`config.mk`:
```
export PLATFORM = sky130hd
export DESIGN_NAME = motor_ramp_sequencer_flat
export DESIGN_NICKNAME = d
export VERILOG_FILES = /design/src/rtl/motor_ramp_sequencer_pkg.sv /design/src/rtl/motor_ramp_sequencer_if.sv /design/src/rtl/motor_ramp_sequencer_ramp_tick_gen.sv /design/src/rtl/motor_ramp_sequencer.sv /design/src/flat_wrapper.sv
export SDC_FILE = /design/constraint.sdc
export NUM_CORES = 1
export LEC_CHECK = 0
export BUFFER_PORTS_ARGS = -buffer_cell sky130_fd_sc_hd__buf_2
export CORE_MARGIN = 3
export CORE_UTILIZATION = 50
export CTS_BUF_LIST = sky130_fd_sc_hd__clkbuf_4 sky130_fd_sc_hd__clkbuf_8 sky130_fd_sc_hd__clkbuf_16
export DETAILED_ROUTE_END_ITERATION = 8
export PLACE_DENSITY = 0.7
export SLEW_MARGIN = 20
export SYNTH_ARGS = -nofsm -noshare
export SYNTH_HDL_FRONTEND = slang
export SYNTH_SLANG_ARGS = --single-unit
```
`constraint.sdc`:
```
create_clock -name clock -period 3.6 [get_ports clock]
set_input_delay 0 -clock clock [delete_from_list [all_inputs] [get_ports clock]]
set_output_delay 0 -clock clock [all_outputs]
set_load 0.05 [all_outputs]
```
`src/rtl/motor_ramp_sequencer_pkg.sv`:
```
// Shared encodings and defaults for the motor ramp sequencer.
// Optional feature: define MOTOR_CMD_WDT_EN to build the command watchdog (target forced to 0 after WDT_CYCLES without a command).
package motor_ramp_sequencer_pkg;

    localparam int unsigned DUTY_CYCLE_WIDTH = 10;
    localparam int unsigned STATE_W          = 3;

    typedef enum logic [STATE_W-1:0] {
        ST_IDLE  = 3'd0,
        ST_RAMP  = 3'd1,
        ST_RUN   = 3'd2,
        ST_DWELL = 3'd3,
        ST_FAULT = 3'd4
    } state_e;

    // Counter width able to hold 0..n-1, never narrower than one bit.
    function automatic int unsigned cnt_width(input int unsigned n);
        return (n > 1) ? $clog2(n) : 1;
    endfunction

endpackage

```
`src/rtl/motor_ramp_sequencer_if.sv`:
```
// Command handshake bundle between a motion controller and the motor ramp sequencer.
interface motor_ramp_sequencer_if #(
    parameter int unsigned DUTY_W = motor_ramp_sequencer_pkg::DUTY_CYCLE_WIDTH
);
    logic              cmd_valid;
    logic              cmd_ready;
    logic [DUTY_W-1:0] cmd_duty;
    logic              cmd_dir;

    modport master (output cmd_valid, output cmd_duty, output cmd_dir, input  cmd_ready);
    modport slave  (input  cmd_valid, input  cmd_duty, input  cmd_dir, output cmd_ready);
endinterface

```
`src/rtl/motor_ramp_sequencer_ramp_tick_gen.sv`:
```
// Ramp prescaler: free-running divide-by-DIV counter, held at zero while clear_i is high.
module ramp_tick_gen
    import motor_ramp_sequencer_pkg::*;
#(
    parameter int unsigned DIV = 250
) (
    input  logic clk_i,
    input  logic rst_ni,
    input  logic clear_i,
    output logic tick_c_o
);
    localparam int unsigned     CNT_W = cnt_width(DIV);
    localparam logic [CNT_W-1:0] LAST = CNT_W'(DIV - 1);

    logic [CNT_W-1:0] cnt_q;
    logic [CNT_W-1:0] cnt_d;

    always_comb begin
        cnt_d = cnt_q;
        if (clear_i || (cnt_q == LAST)) begin
            cnt_d = '0;
        end else begin
            cnt_d = cnt_q + CNT_W'(1);
        end
    end

    always_ff @(posedge clk_i) begin
        if (!rst_ni) begin
            cnt_q <= '0;
        end else begin
            cnt_q <= cnt_d;
        end
    end

    assign tick_c_o = !clear_i && (cnt_q == LAST);

endmodule

```
`src/rtl/motor_ramp_sequencer.sv`:
```
// Ramps motor duty toward the commanded target and dwells at zero duty before reversing direction.
// Optional: define MOTOR_CMD_WDT_EN to add the command watchdog.
module motor_ramp_sequencer
    import motor_ramp_sequencer_pkg::*;
#(
    parameter int unsigned DUTY_W       = DUTY_CYCLE_WIDTH,
    parameter int unsigned RAMP_STEP    = 4,
    parameter int unsigned RAMP_DIV     = 250,
    parameter int unsigned DWELL_CYCLES = 1024,
    parameter int unsigned WDT_CYCLES   = 2000000
) (
    input  logic                   clock,
    input  logic                   reset_n,
    motor_ramp_sequencer_if.slave  cmd,
    input  logic                   fault_in,
    input  logic                   fault_clear,
    output logic [DUTY_W-1:0]      duty_cycle,
    output logic                   dir,
    output logic [STATE_W-1:0]     state,
    output logic                   fault_latched,
    output logic                   wdt_timeout
);
    localparam int unsigned      EXT_W      = DUTY_W + 1;
    localparam int unsigned      DW_W       = cnt_width(DWELL_CYCLES);
    localparam logic [DW_W-1:0]  DWELL_LAST = DW_W'(DWELL_CYCLES - 1);
    localparam logic [EXT_W-1:0] STEP_X     = EXT_W'(RAMP_STEP);

    if ((RAMP_DIV < 1) || (DWELL_CYCLES < 1) || (WDT_CYCLES < 1)) begin : g_cfg_check
        $error("motor_ramp_sequencer: RAMP_DIV, DWELL_CYCLES and WDT_CYCLES must be >= 1");
    end

    state_e            state_q, state_d;
    logic [DUTY_W-1:0] duty_q, duty_d;
    logic              dir_q, dir_d;
    logic [DUTY_W-1:0] tgt_duty_q, tgt_duty_d;
    logic              tgt_dir_q, tgt_dir_d;
    logic [DW_W-1:0]   dwell_q, dwell_d;
    logic              fault_latched_q, fault_latched_d;
    logic              tick;
    logic              cmd_accept;
    logic [EXT_W-1:0]  duty_x, tgt_x, up_x;
    logic [DUTY_W-1:0] toward_tgt, toward_zero;

    assign cmd.cmd_ready = reset_n && (state_q != ST_FAULT) && !fault_in;
    assign cmd_accept    = cmd.cmd_valid && cmd.cmd_ready;

    ramp_tick_gen #(.DIV(RAMP_DIV)) u_tick (
        .clk_i    (clock),
        .rst_ni   (reset_n),
        .clear_i  (state_q != ST_RAMP),
        .tick_c_o (tick)
    );

    // One ramp step, computed one bit wider so the step can never wrap.
    assign duty_x = EXT_W'(duty_q);
    assign tgt_x  = EXT_W'(tgt_duty_q);
    assign up_x   = duty_x + STEP_X;

    always_comb begin
        toward_tgt = tgt_duty_q;
        if (duty_x < tgt_x) begin
            toward_tgt = (up_x >= tgt_x) ? tgt_duty_q : DUTY_W'(up_x);
        end else if ((duty_x - tgt_x) > STEP_X) begin
            toward_tgt = DUTY_W'(duty_x - STEP_X);
        end
        toward_zero = (duty_x <= STEP_X) ? '0 : DUTY_W'(duty_x - STEP_X);
    end

`ifdef MOTOR_CMD_WDT_EN
    localparam int unsigned      WDT_W    = cnt_width(WDT_CYCLES);
    localparam logic [WDT_W-1:0] WDT_LAST = WDT_W'(WDT_CYCLES - 1);

    logic [WDT_W-1:0] wdt_q, wdt_d;
    logic             wdt_pulse_q, wdt_pulse_d;

    assign wdt_timeout = wdt_pulse_q;
`else
    assign wdt_timeout = 1'b0;
`endif

    always_comb begin
        state_d         = state_q;
        duty_d          = duty_q;
        dir_d           = dir_q;
        tgt_duty_d      = tgt_duty_q;
        tgt_dir_d       = tgt_dir_q;
        dwell_d         = dwell_q;
`ifdef MOTOR_CMD_WDT_EN
        wdt_d           = wdt_q;
        wdt_pulse_d     = 1'b0;
`endif

        if (cmd_accept) begin
            tgt_duty_d = cmd.cmd_duty;
            tgt_dir_d  = cmd.cmd_dir;
        end

`ifdef MOTOR_CMD_WDT_EN
        // Silence on the command port requests a normal ramp-down to zero.
        if (cmd_accept || (state_q == ST_FAULT)) begin
            wdt_d = '0;
        end else if (wdt_q == WDT_LAST) begin
            wdt_d       = '0;
            wdt_pulse_d = 1'b1;
            tgt_duty_d  = '0;
        end else begin
            wdt_d = wdt_q + WDT_W'(1);
        end
`endif

        case (state_q)
            ST_IDLE, ST_RUN: begin
                if ((tgt_duty_q != duty_q) || (tgt_dir_q != dir_q)) begin
                    state_d = ST_RAMP;
                end
            end
            ST_RAMP: begin
                if (tgt_dir_q != dir_q) begin
                    if (tick) begin
                        duty_d = toward_zero;
                    end
                    if (duty_d == '0) begin
                        state_d = ST_DWELL;
                        dwell_d = '0;
                    end
                end else begin
                    if (tick) begin
                        duty_d = toward_tgt;
                    end
                    if (duty_d == tgt_duty_q) begin
                        state_d = (tgt_duty_q == '0) ? ST_IDLE : ST_RUN;
                    end
                end
            end
            ST_DWELL: begin
                duty_d = '0;
                if (dwell_q == DWELL_LAST) begin
                    dwell_d = '0;
                    dir_d   = tgt_dir_q;
                    state_d = (tgt_duty_q == '0) ? ST_IDLE : ST_RAMP;
                end else begin
                    dwell_d = dwell_q + DW_W'(1);
                end
            end
            ST_FAULT: begin
                if (fault_clear && !fault_in) begin
                    state_d = ST_IDLE;
                end
            end
            default: begin
                state_d = ST_IDLE;
            end
        endcase

        // A driver fault overrides everything, including a same-edge command.
        if (fault_in) begin
            state_d    = ST_FAULT;
            duty_d     = '0;
            dir_d      = dir_q;
            tgt_duty_d = '0;
            tgt_dir_d  = tgt_dir_q;
            dwell_d    = '0;
        end

        fault_latched_d = (state_d == ST_FAULT);
    end

    always_ff @(posedge clock) begin
        if (!reset_n) begin
            state_q         <= ST_IDLE;
            duty_q          <= '0;
            dir_q           <= 1'b0;
            tgt_duty_q      <= '0;
            tgt_dir_q       <= 1'b0;
            dwell_q         <= '0;
            fault_latched_q <= 1'b0;
`ifdef MOTOR_CMD_WDT_EN
            wdt_q           <= '0;
            wdt_pulse_q     <= 1'b0;
`endif
        end else begin
            state_q         <= state_d;
            duty_q          <= duty_d;
            dir_q           <= dir_d;
            tgt_duty_q      <= tgt_duty_d;
            tgt_dir_q       <= tgt_dir_d;
            dwell_q         <= dwell_d;
            fault_latched_q <= fault_latched_d;
`ifdef MOTOR_CMD_WDT_EN
            wdt_q           <= wdt_d;
            wdt_pulse_q     <= wdt_pulse_d;
`endif
        end
    end

    assign duty_cycle    = duty_q;
    assign dir           = dir_q;
    assign state         = state_q;
    assign fault_latched = fault_latched_q;

endmodule

```
`src/flat_wrapper.sv`:
```
// flat-port wrapper written by rule: the top's interface ports become plain ports
module motor_ramp_sequencer_flat import motor_ramp_sequencer_pkg::*;
#(
    parameter int unsigned DUTY_W       = DUTY_CYCLE_WIDTH,
    parameter int unsigned RAMP_STEP    = 4,
    parameter int unsigned RAMP_DIV     = 250,
    parameter int unsigned DWELL_CYCLES = 1024,
    parameter int unsigned WDT_CYCLES   = 2000000
)
  (clock, reset_n, fault_in, fault_clear, duty_cycle, dir, state, fault_latched, wdt_timeout, cmd_cmd_valid, cmd_cmd_duty, cmd_cmd_dir, cmd_cmd_ready);
  motor_ramp_sequencer_if #(.DUTY_W(DUTY_W)) cmd_i ();
  input  logic clock;
  input  logic reset_n;
  input  logic fault_in;
  input  logic fault_clear;
  output logic [DUTY_W-1:0] duty_cycle;
  output logic dir;
  output logic [STATE_W-1:0] state;
  output logic fault_latched;
  output logic wdt_timeout;
  input wire logic [$bits(cmd_i.cmd_valid)-1:0] cmd_cmd_valid;
  input wire logic [$bits(cmd_i.cmd_duty)-1:0] cmd_cmd_duty;
  input wire logic [$bits(cmd_i.cmd_dir)-1:0] cmd_cmd_dir;
  output wire logic [$bits(cmd_i.cmd_ready)-1:0] cmd_cmd_ready;
  assign cmd_i.cmd_valid = cmd_cmd_valid;
  assign cmd_i.cmd_duty = cmd_cmd_duty;
  assign cmd_i.cmd_dir = cmd_cmd_dir;
  assign cmd_cmd_ready = cmd_i.cmd_ready;
  motor_ramp_sequencer #(.DUTY_W(DUTY_W), .RAMP_STEP(RAMP_STEP), .RAMP_DIV(RAMP_DIV), .DWELL_CYCLES(DWELL_CYCLES), .WDT_CYCLES(WDT_CYCLES)) u_core (.clock(clock), .reset_n(reset_n), .cmd(cmd_i), .fault_in(fault_in), .fault_clear(fault_clear), .duty_cycle(duty_cycle), .dir(dir), .state(state), .fault_latched(fault_latched), .wdt_timeout(wdt_timeout));
endmodule
```
[Yosys cells after proc, flatten, opt, wreduce, memory -nomap -nowiden]
Cells that the tools add are included.
Storage, ports and cells
  register bits: 44
  input bits: 16
  logic and storage cells: 78
Cells by class
  $add $sub $neg: 5
  order comparisons: 4
  equality and inequality tests: 14
  mux-type cells: 26
  bitwise gates (word level): 2
  reduce and logical (&&, ||, !) cells: 19
Operators with widths (count)
  10-bit two-way mux: 14
  10-bit one-hot mux with 2 select lines: 2
  3-bit two-way mux: 7
  10-bit zero test: 2
  3-bit one-hot mux with 4 select lines: 1
  10-bit by 3-bit adder with 11-bit output (second input constant): 1
  11-bit by 10-bit greater-or-equal comparator with 1-bit output: 1
  11-bit by 3-bit greater-than comparator with 1-bit output (second input constant): 1
  10-bit by 10-bit subtractor with 11-bit output: 1
  10-bit by 1-bit adder with 10-bit output (second input constant): 1
  10-bit == test: 1
  10-bit == test (second input constant): 1
  10-bit by 3-bit less-or-equal comparator with 1-bit output (second input constant): 1
  10-bit less-than comparator: 1
  10-bit inequality test: 1
  10-bit by 3-bit subtractor with 10-bit output (second input constant): 1
  8-bit by 1-bit adder with 8-bit output (second input constant): 1
  8-bit == test (second input constant): 1
  3-bit by 2-bit == test with 1-bit output (second input constant): 2
  3-bit == test (second input constant): 2
  3-bit AND reduction: 2
  2-bit OR reduction: 3
  1-bit logical AND: 5
  2-bit by 1-bit inequality test with 1-bit output (second input constant): 2
  other kinds (12): 15

[Depth between registers and ports, before layout]
  depth in word-level cells: 13
  gate-level depth with buffers: 16

[Hierarchy]
Synthesis repeated with hierarchy kept, for this count alone.
Unflattened totals
  cell total of the unflattened synthesis: 525
  area, all modules: 3971.3 um^2
Modules (own cells, without submodules)
  motor_ramp_sequencer: instances 1, cells an instance 476, area an instance 3553.4 um^2
  ramp_tick_gen: instances 1, cells an instance 49, area an instance 417.9 um^2

[Worst setup path after synthesis]
No wires, ideal clock.
  kind: register -> register
  start point: register u_core.duty_q[2], in the netlist u_core.duty_cycle[2]
  end point: register u_core.state_q[0], in the netlist u_core.state[0]
  setup time: 0.117 ns
  arrival: 3.432 ns
  required time: 3.483 ns
  slack: 0.051 ns
  cell stages (with the launch flop): 17
  path buffers: 3
  clock period less this slack: 3.549 ns
  cells stage by stage: dfxtp_1 ha_1 buf_1 and3_1 clkbuf_1 xnor2_1 inv_1 ha_1 o211a_1 and2_1 a21oi_1 nor4bb_1 clkbuf_1 a21oi_1 o2111ai_1 a2111o_1 o2bb2ai_1
Between the ends
  longest elaborated chain between the ends: 12
  elaborated cells on any way between the ends: 27
  classes of those cells: add/sub (3); order compare (4); eq/ne (2); mux (16); reduce/logical (2)
Ends and longest elaborated chain
  start: declaration: line motor_ramp_sequencer.sv:33  | logic [DUTY_W-1:0] duty_q, duty_d;
  start signal: assignment: line motor_ramp_sequencer.sv:183  | duty_q <= duty_d;
  10-bit by 10-bit subtractor with 11-bit output or 10-bit by 3-bit adder with 11-bit output (tied branches): line motor_ramp_sequencer.sv:63, motor_ramp_sequencer.sv:57
  11-bit by 3-bit greater-than comparator with 1-bit output or 11-bit by 10-bit greater-or-equal comparator with 1-bit output (tied branches): line motor_ramp_sequencer.sv:63, motor_ramp_sequencer.sv:62
  10-bit two-way mux (on tied branches): line motor_ramp_sequencer.sv:63, motor_ramp_sequencer.sv:62
  10-bit two-way mux: line motor_ramp_sequencer.sv:61  | if (duty_x < tgt_x) begin
  10-bit two-way mux: line motor_ramp_sequencer.sv:127  | if (tick) begin
  10-bit two-way mux: line motor_ramp_sequencer.sv:118  | if (tgt_dir_q != dir_q) begin
  10-bit two-way mux: line motor_ramp_sequencer.sv:111  | case (state_q)
  10-bit == test: line motor_ramp_sequencer.sv:130  | if (duty_d == tgt_duty_q) begin
  3-bit two-way mux: line motor_ramp_sequencer.sv:130
  3-bit two-way mux: line motor_ramp_sequencer.sv:118
  3-bit one-hot mux with 4 select lines (*): line motor_ramp_sequencer.sv:111
  3-bit two-way mux (*): line motor_ramp_sequencer.sv:156  | if (fault_in) begin
  end signal: assignment: line motor_ramp_sequencer.sv:182  | state_q <= state_d;
  end: declaration: line motor_ramp_sequencer.sv:32  | state_e state_q, state_d;
Mark *: on every way between the ends. The rest lies on a longest branch, timed or not. The select of a mux whose other input is x is not followed.
A chain may end at the register's enable or synchronous reset.

[Worst setup path after layout]
Ends and elaborated chain as after synthesis.

==> results.txt <==
In the post-synthesis netlist, the cell with the most instances is sky130_fd_sc_hd__nand2_1. The class of the most critical setup path is flip-flop to flip-flop. STA classifies the critical path startpoint as a flip-flop. Entering global routing, the biggest net connects 21 pins.

The setup TNS is 0 ns. The number of DRC markers after the initial detailed-route iteration is 383. By instance count, the cell type seen most on the critical path is sky130_fd_sc_hd__a21oi_1.

In this run, distinct cell masters in the synthesized netlist total just under 70. The final wirelength came out at 13900 um. The highest achievable clock rate is 291 MHz. The tool flagged a number of max-cap violations equal to 0.

The flow ran to the end, and the final reports show no timing, DRC or antenna violations. The horizontal die dimension came out at 94.6 um. The worst clock skew came out at ~0.015 ns. After synthesis, the most frequently instantiated cells are 58 x sky130_fd_sc_hd__nand2_1, 45 x sky130_fd_sc_hd__nor2_1, 44 x sky130_fd_sc_hd__dfxtp_1. The total of endpoints with negative setup slack in the final report came out at 0. The total leakage power is about 0.0019 uW. Sequential elements use ~22% of the synthesized area. Global routing finished with a remaining overflow of 0. The total power per unit cell area is 259 nW/um^2. The total count of max-transition violations in the final report is 0. The congestion estimate from routability-driven global placement came to 1.00. The core area came out at around 7400 sq um.

The number of buffers inserted during clock tree synthesis came out at 5. The finished layout cell area came out at around 4600 sq um. The tightest min-delay check is of the input pin to flip-flop type. The slowest stage of the critical path is the sky130_fd_sc_hd__dfxtp_1 cell.

The most frequently used flop master after synthesis is sky130_fd_sc_hd__dfxtp_1. The maximum clock insertion buffer count is 2. The area of the die is between 8000 and 9000 sq um. After layout, the worst path uses 95.4% of the clock period. Yosys mapped a number of flops with a built-in enable equal to 0. The kind of cell with the highest combined delay along the critical path is compound AO/OA/AOI/OAI gates. The register bit count reported by yosys came out at 44. In this run the critical register-to-register path is launched from u_core.duty_cycle[2]. The slack of the worst reg-to-reg path is 0.16 ns. The clock latency on the worst-skew pair came out at 0.31 ns. The die boundary height came out at 94.6 um. The number of global-route vias before repair was between 4000 and 5000.

The total number of clock tree sinks came out at 44. For this run, the number of Yosys warnings is 0. Setup repair after global routing left no endpoint under its margin. The area growth from synthesis to layout is 16.7%.

The sum of buffers and inverters on the critical path came out at 2. The worst register-to-register path ends at u_core.state[0]. The placed cell area is 4310 sq um. Sorting the synthesized cells by area gives the leading types as sky130_fd_sc_hd__dfxtp_1 22%, sky130_fd_sc_hd__ha_1 7.7%, sky130_fd_sc_hd__nand2_1 5.6%. TritonCTS built the clock tree. The mapped netlist covers 3920 sq um. The final period demand of the worst path is 3.44 ns. The row count is 31. The number of instances on the worst hold path came out at 3. The placed wire-length estimate came out at 10500 um. The worst min-delay path startpoint is fault_clear. The total global-route track usage came out at 31.8%. The number of buffers inserted to repair setup after CTS is 0.

The worst path arrival time is 3.65 ns. The cell count of the worst reg-to-reg path is 14. Once the floorplan was initialized, standard cells occupied 52.7% of the core. The detailed-router iteration count before antenna repair is 5. The number of nets still failing antenna checks after routing is 0. The final net count is 629.

The final number of hold-violating endpoints is 0. The required time of the critical path came out at approximately 3.8 ns. The level count of the clock H-tree came out at 2. The first-pass GRT wire length is 21800 um. For this run, the slowest stage of the critical path takes between 0.5 and 0.6 ns.

Each instance of the synthesized netlist takes up on average 7.36 sq um. The peak supply drop came out at around 160 uV. The fraction of layout instances using a drive strength above 1 is 15.4%. The critical-path maximum fanout is 10. After clock tree synthesis, the clock-pin slew on the worst setup and hold paths is 0.10 ns. The measured slew at the worst slew-check pin is around 0.82 ns. Fill cells in the final layout number ~720.

The average wire per cell in the routed design is 20.1 um. The worst hold path terminates at u_core.fault_latched. Port buffering added 31 buffers.

The number of nets handed over by synthesis was 573. The root buffer selected by CTS is sky130_fd_sc_hd__clkbuf_8. The relative slew slack is 45.3%. The worst setup path is captured at a flip-flop. The cell count after synthesis came out at 533.

Walking the worst path, the cells encountered are ha_2 -> and3_1 -> xnor2_1 -> inv_1 -> ha_1 -> o211a_1 -> and2_1 -> a21oi_1 -> nor4bb_1 -> buf_4 -> a21oi_1 -> o2111ai_1 -> a2111o_1 -> o2bb2ai_1. The number of antenna violations at the first check in global routing was 0. The via count of the routed design came out at 4326. The ratio of routed vias to standard cells came out at ~6.3.

The count of pins on the block boundary came out at 33. Summed over all instances, the cell type with the most area after synthesis is sky130_fd_sc_hd__dfxtp_1. After detailed routing, the number of remaining DRC violations is 0. The area share of the largest cell type after synthesis is 22.5%. The diode insertion count for antenna repair came out at 0. The async set or reset register ratio after synthesis is 0%.
## layout by cell type (no fill, tap or decap), types with 8 or more instances in the layout
cell,instances
sky130_fd_sc_hd__dfxtp_1,44
sky130_fd_sc_hd__nor2_1,45
sky130_fd_sc_hd__inv_1,34
sky130_fd_sc_hd__o211ai_1,14
sky130_fd_sc_hd__buf_2,31
sky130_fd_sc_hd__xnor2_1,15
sky130_fd_sc_hd__o31ai_1,13
sky130_fd_sc_hd__a21oi_1,40
sky130_fd_sc_hd__buf_4,32
sky130_fd_sc_hd__dlygate4sd3_1,15
sky130_fd_sc_hd__o21ai_0,30
sky130_fd_sc_hd__nor2b_1,8
sky130_fd_sc_hd__xor2_1,19
sky130_fd_sc_hd__nand2_1,58
sky130_fd_sc_hd__and3_1,8
sky130_fd_sc_hd__nor3_1,15
sky130_fd_sc_hd__ha_1,23
sky130_fd_sc_hd__nand3_1,21
## worst max path at each step
stage / from / to / slack (ns) / cells after the start
after detailed placement: u_core.duty_cycle[2] / u_core.state[0] / 0.16 / 14
final: u_core.duty_cycle[2] / u_core.state[0] / 0.16 / 14
after global placement: u_core.duty_cycle[2] / u_core.state[0] / 0.23 / 14
after global routing: u_core.duty_cycle[2] / u_core.state[0] / 0.01 / 14
after CTS: u_core.duty_cycle[2] / u_core.state[0] / 0.13 / 14
after floorplan: u_core.duty_cycle[2] / u_core.state[0] / 0.05 / 16
## tightest hold or removal path, cell delays in order
cell	delay, ns
sky130_fd_sc_hd__buf_2	0.07
sky130_fd_sc_hd__nor2_1	0.05
sky130_fd_sc_hd__o21a_1	0.15
## power by group
part / internal (uW) / switching (uW) / total (uW)
registers: 494 / 10.8 / 505
logic: 104 / 165 / 269
clock network: 210 / 201 / 411
total: 808 / 377 / 1180
## sequential cells by signal, indices dropped and copies added (netlist names)
signal / cells
u_core.duty_cycle: 10
u_core.dwell_q: 10
u_core.tgt_dir_q: 1
u_core.dir: 1
u_core.fault_latched: 1
u_core.u_tick.cnt_q: 8
u_core.tgt_duty_q: 10
u_core.state: 3
## per-stage QoR
stage                     worst slack (ns)  util, %  std cells  hold WS (ns)  total power, uW
final                                0.164     61.4        689        0.0117             1180
after CTS                            0.127     61.4        689       0.00107             1180
after global placement               0.228     57.8        666         0.186              760
after detailed placement             0.160     57.8        666         0.190              763
after global routing               0.00963     61.4        689        0.0195             1230
after floorplan                     0.0506        -        533        0.0989              676
## cell type report
cell class | instances | area, sq um | area share [%]
Clock buffer | 5 | 68.8 | 1.50
Sequential cell | 44 | 881 | 19.3
Tap cell | 99 | 124 | 2.71
Multi-Input combinational cell | 426 | 2780 | 60.8
Timing Repair Buffer | 78 | 546 | 11.9
Inverter | 34 | 128 | 2.79
Clock inverter | 3 | 47.5 | 1.04
## metal layers
metal	vias to the layer above	track usage (%)	wire length, um
met5	-	0	0
met1	2032	43.0	6020
met3	33	4.38	1050
met2	201	51.7	6360
li1	2060	-	-
met4	0	11.5	436
## cells by family after synthesis
group	after synthesis	synth area share, %
other	1	0.0956
adder cells (fa/ha/maj)	24	7.66
flip-flops	44	22.5
multiplexers	4	1.02
XOR/XNOR	34	7.59
AO/OA/AOI/OAI	161	28.5
buffers and inverters	63	6.70
AND/OR/NAND/NOR	202	26.0
## repair_timing
item                                    4_1_cts  5_1_grt
hold buffers                                 15        0
endpoints found under the hold margin        13        0
endpoints found under the setup margin        0        7
gates resized for setup                       0        2
Note: power is estimated with default switching activity, not from simulation.
